File: config.mk
export PLATFORM = sky130hd
export DESIGN_NAME = ps2_scan_rx
export DESIGN_NICKNAME = d
export VERILOG_FILES = /design/src/rtl/ps2_scan_rx.sv
export SDC_FILE = /design/constraint.sdc
export NUM_CORES = 1
export LEC_CHECK = 0
export BUFFER_PORTS_ARGS = -buffer_cell sky130_fd_sc_hd__buf_2
export CORE_ASPECT_RATIO = 2
export CORE_UTILIZATION = 50
export DETAILED_ROUTE_END_ITERATION = 16
export PLACE_DENSITY = 0.67
export SETUP_SLACK_MARGIN = 0.3
export SLEW_MARGIN = 20
export SYNTH_ARGS = -nofsm -noshare
export SYNTH_HDL_FRONTEND = slang
export SYNTH_SLANG_ARGS = --single-unit
File: constraint.sdc
create_clock -name clk -period 2.3 [get_ports clk]
set_input_delay 0.46 -clock clk [delete_from_list [all_inputs] [get_ports clk]]
set_output_delay 0.46 -clock clk [all_outputs]
set_load 0.01 [all_outputs]
File: src/rtl/ps2_scan_rx.sv
// ps2_scan_rx: PS/2 pin conditioning, 11-bit frame receiver, E0/F0 prefix merger and event FIFO.
module ps2_scan_rx #(
    parameter int FILTER_LEN     = 8,
    parameter int TIMEOUT_CYCLES = 50000,
    parameter int FIFO_AW        = 2
) (
    input  logic       clk,
    input  logic       reset,
    input  logic       ps2_clk,
    input  logic       ps2_dat,
    output logic       ev_valid,
    input  logic       ev_ready,
    output logic [7:0] ev_code,
    output logic       ev_ext,
    output logic       ev_release,
    output logic       err_parity,
    output logic       err_frame,
    output logic       err_overflow
);
    localparam int DEPTH = 2 ** FIFO_AW;
    localparam logic [7:0] FL = 8'(FILTER_LEN - 1);
    localparam logic [23:0] TO = 24'(TIMEOUT_CYCLES);

    typedef enum logic [1:0] {IDLE, DATA, PAR, STOP} state_t;

    logic [1:0] s1, s2, flt;
    logic [1:0][7:0] fcnt;
    logic flt_d, fall, dat;
    state_t state;
    logic [2:0] bit_cnt;
    logic [7:0] shreg;
    logic par, par_ok, byte_good;
    logic [23:0] tcnt;
    logic ext_pend, rel_pend, is_e0, is_f0, push, pop, full, wr_en;
    logic [9:0] mem [DEPTH];
    logic [9:0] head;
    logic [FIFO_AW:0] wr_ptr, rd_ptr;

    // Index 0 is the clock line, index 1 the data line.
    always_ff @(posedge clk) begin
        if (reset) begin
            s1 <= '1;
            s2 <= '1;
            flt <= '1;
            flt_d <= 1'b1;
            fcnt <= '0;
        end else begin
            s1 <= {ps2_dat, ps2_clk};
            s2 <= s1;
            flt_d <= flt[0];
            for (int i = 0; i < 2; i++) begin
                if (s2[i] == flt[i]) begin
                    fcnt[i] <= '0;
                end else if (fcnt[i] == FL) begin
                    flt[i] <= s2[i];
                    fcnt[i] <= '0;
                end else begin
                    fcnt[i] <= fcnt[i] + 8'd1;
                end
            end
        end
    end

    assign fall = flt_d & ~flt[0];
    assign dat = flt[1];
    assign par_ok = ^{shreg, par};

    always_ff @(posedge clk) begin
        if (reset) begin
            state <= IDLE;
            bit_cnt <= '0;
            shreg <= '0;
            par <= 1'b0;
            tcnt <= '0;
            byte_good <= 1'b0;
            err_parity <= 1'b0;
            err_frame <= 1'b0;
        end else begin
            byte_good <= 1'b0;
            err_parity <= 1'b0;
            err_frame <= 1'b0;
            if (fall) begin
                tcnt <= '0;
                case (state)
                    IDLE: if (!dat) begin
                        state <= DATA;
                        bit_cnt <= '0;
                    end
                    DATA: begin
                        shreg <= {dat, shreg[7:1]};
                        bit_cnt <= bit_cnt + 3'd1;
                        if (bit_cnt == 3'd7) state <= PAR;
                    end
                    PAR: begin
                        par <= dat;
                        state <= STOP;
                    end
                    default: begin
                        state <= IDLE;
                        byte_good <= dat & par_ok;
                        err_parity <= ~par_ok;
                        err_frame <= par_ok & ~dat;
                    end
                endcase
            end else if (state == IDLE) begin
                tcnt <= '0;
            end else if (tcnt == TO) begin
                state <= IDLE;
                tcnt <= '0;
                err_frame <= 1'b1;
            end else begin
                tcnt <= tcnt + 24'd1;
            end
        end
    end

    // shreg holds the received byte through the cycle after the stop bit.
    assign is_e0 = shreg == 8'hE0;
    assign is_f0 = shreg == 8'hF0;
    assign push = byte_good & ~is_e0 & ~is_f0;

    always_ff @(posedge clk) begin
        if (reset) begin
            ext_pend <= 1'b0;
            rel_pend <= 1'b0;
        end else if (err_parity | err_frame) begin
            ext_pend <= 1'b0;
            rel_pend <= 1'b0;
        end else if (byte_good) begin
            ext_pend <= is_e0 | (is_f0 & ext_pend);
            rel_pend <= is_f0 | (is_e0 & rel_pend);
        end
    end

    assign ev_valid = wr_ptr != rd_ptr;
    assign full = (wr_ptr ^ rd_ptr) == {1'b1, {FIFO_AW{1'b0}}};
    assign pop = ev_valid & ev_ready;
    assign wr_en = push & (~full | pop);
    assign err_overflow = push & full & ~pop;
    assign head = mem[rd_ptr[FIFO_AW-1:0]];
    assign ev_code = ev_valid ? head[7:0] : 8'h00;
    assign ev_release = ev_valid & head[8];
    assign ev_ext = ev_valid & head[9];

    always_ff @(posedge clk) begin
        if (wr_en) mem[wr_ptr[FIFO_AW-1:0]] <= {ext_pend, rel_pend, shreg};
    end

    always_ff @(posedge clk) begin
        if (reset) begin
            wr_ptr <= '0;
            rd_ptr <= '0;
        end else begin
            if (wr_en) wr_ptr <= wr_ptr + 1'b1;
            if (pop) rd_ptr <= rd_ptr + 1'b1;
        end
    end
endmodule

==> out/metrics.yaml <==
drc: 2
yosys-top-cells-area: "dfxtp_1 (31%), edfxtp_1 (25%), xor2_1 (5.5%)"
crit-reg2reg-launch: "tcnt[9]"
wire_per_inst_um: 15.1
p_leak_nw: 2.10
dp.cells: 543
first_pass_iters: 10
multiInputGateArea_um2: 2030
yosysUniqueCellTypes: 41
syn_inst: 431
die_y_um: 140
min_from: "ps2_clk"
p_int_mw: 3.72
p_clk_frac: 0.544
cp.required_ns: 1.84
grt_setup_unrepaired: "true"
switching_power_mw: 0.886
fin_cells: 580
ys_seq_area_frac: 0.560
utilization: 0.616
reg2reg_depth: 5
fin_area_um2: 5750
grt_max_degree: 20
fillers: 736
worstPathArrival_ns: 1.69
vdd_ir_drop_max_mv: 0.645
swShare: 0.192
n_antenna_cell: 0
track_usage: 0.196
timing.final.max_slew_violations: 0
worstSetupPathType: "flip-flop to output pin"
synth_common_cells: "dfxtp_1 (74), nor2_1 (57), edfxtp_1 (40)"
clkSinkCount: 114
grt_pass1_wl_mm: 14.7
regToRegEndpoint: "state[1]"
place.gp.congestion: 0.778
start_kind: "flip-flop"
avgViaCountPerCell: 5.42
postRouteWirelength_mm: 8.73
grt_pass1_vias: 3193
ys.flop_type: "dfxtp_1"
yosysMostFrequentCell: "dfxtp_1"
status: "finished, violations left"
dieArea_um2: 9990
synth_nets: 452
start_util: 0.514
worstMarginPinSlew_ns: 0.724
clock_latency_ns: 0.40
async_reset_ff_frac: 0
clockBufferDepth: 2
finalHoldViolCount: 0
core_area_um2: 9320
synth_top_area_share: 0.309
drive_above_1_share: 0.208
power_density_nw_per_um2: 802
p_comb_frac: 0.005
violations: "design-rule violations"
postRouteAntennaNets: 0
seqCellArea_um2: 2690
end_kind: "output pin"
io_pins: 19
setup_viol: 0
grt-ovfl-total: 0
r2r_slack_ns: 0.42
chipWidth_um: 71.2
whs_endpoint: "s1[0]"
rows: 50
antenna_found_initial: 0
clock_skew_ns: 0.00502
dp.final_hpwl_mm: 5.95
hold_path_depth: 2
setup_tns_ns: 0
yosys_warnings: 0
fmax_mhz: 466
first_iter_violations: 125
finalCriticalPeriod_ns: 2.15
ctsHoldBuffers: 0
max_slew_margin: 0.514
hp-class: "primary input to flip-flop"
cts_tree: "built"
synth_top_area_cell: "dfxtp_1"
placed_area_um2: 4960
syn_area_um2: 4790
cts_made_buffers: 17
dr_total_vias: 3146
synth_edf_count: 40
cts_root_buffer: "clkbuf_16"
drv_cap: 0
area_delta_synth_final_pct: 20.0
path_clk_slew_ns: 0.05
h-tree-depth: 4
io_buffers: 18
postSynthAreaPerCell_um2: 11.1
finalNetCount: 484
finalCritPeriodShare: 0.934
crit_path_max_fanout: 5
ys_seq_elements: 114
p_seq_frac: 0.451
==> logic make-up (layout without fill, tap and decap cells) <==
| family | after synthesis | after routing | synth area share |
|---|---|---|---|
| buffers and inverters | 31 | 76 | 0.0298 |
| DFF | 114 | 114 | 0.560 |
| muxes | 15 | 15 | 0.0575 |
| and+or+nand+nor | 181 | 181 | 0.188 |
| xor gates and xnor gates | 51 | 51 | 0.0933 |
| adders and majority gates | 16 | 16 | 0.0418 |
| AOI/OAI and AO/OA | 23 | 23 | 0.0295 |
==> registers in the layout, indices dropped and copies added, names as in the netlist, named ones only <==
name and count:
par 1, flt_d 1, bit_cnt 3, rd_ptr 3, ext_pend 1, s1 2, byte_good 1, rel_pend 1
shreg 8, s2 2, err_frame 1, state 2, flt 2, tcnt 24, mem 40, fcnt 16
wr_ptr 3, err_parity 1
==> worst max-delay path: stages, from the launching register on <==
cell and delay [ns]:
dfxtp_4 0.38, buf_8 0.14, mux4_2 0.50, and2_4 0.15, buf_6 0.11
==> stage by stage <==
| stage | setup WS, ns | power, mW | hold WS (ns) |
|---|---|---|---|
| final | 0.153 | 4.61 | 0.241 |
| after global routing | 0.0899 | 4.75 | 0.242 |
| after CTS | 0.107 | 4.66 | 0.226 |
| after detailed placement | 0.288 | 2.14 | 0.397 |
| after global placement | 0.324 | 2.14 | 0.394 |
| after floorplan | 0.500 | 2.14 | 0.389 |
==> per-layer routing <==
layer	share of wire	wire length, µm	vias to the layer above	GRT usage
li1	-	-	1558	-
met1	0.36	3150	1519	0.177
met2	0.58	5100	49	0.369
met3	0.027	235	20	0.0604
met4	0.028	242	0	0.113
met5	0	0	-	0
==> what timing repair did <==
item                       CTS  global route
setup endpoints to repair   58            37
cloned                       1             0
pin swaps                    7             4
gates resized for setup     14            25
buffers inserted             2             2
==> cell usage in the layout (no fill, tap or decap), drive strengths merged, types with 5 or more instances in the layout <==
| cell | count |
|---|---|
| mux4 | 10 |
| buf | 28 |
| xnor2 | 21 |
| nand2 | 30 |
| a21oi | 14 |
| ha | 16 |
| nor4 | 5 |
| xor2 | 30 |
| nor3 | 8 |
| dfxtp | 74 |
| clkbuf | 22 |
| inv | 16 |
| mux2i | 5 |
| and2 | 11 |
| nand4 | 7 |
| or2 | 7 |
| nand3 | 26 |
| nor2 | 57 |
| and3 | 14 |
| edfxtp | 40 |
==> power groups by stage <==
stage | Combinational [mW] | Clock, mW | Sequential, mW
after detailed placement | 0.0238 | 0 | 2.12
final | 0.0237 | 2.51 | 2.08
after global routing | 0.0272 | 2.64 | 2.08
after global placement | 0.0235 | 0 | 2.12
after CTS | 0.0239 | 2.56 | 2.08
after floorplan | 0.0152 | 0 | 2.12
==> layout make-up <==
class	count	area share
clock buffer	22	0.0808
timing repair buffer	28	0.0440
clock inverter	10	0.0192
sequential	114	0.469
multi-input combinational	286	0.354
inverter	16	0.0105
tap	104	0.0226
==> worst max-delay path by stage <==
stage	slack [ns]	cells past startpoint	end	from
global route	0.09	4	ev_code[1]	flip-flop
floorplan	0.50	10	tcnt[8]	state[0]
finish	0.15	4	ev_code[4]	flip-flop
detailed placement	0.29	3	mem[1][6]	shreg[2]
global placement	0.32	5	wr_ptr[2]	shreg[5]
CTS	0.11	4	ev_code[4]	flip-flop
Power figures use the tool's default switching activity.
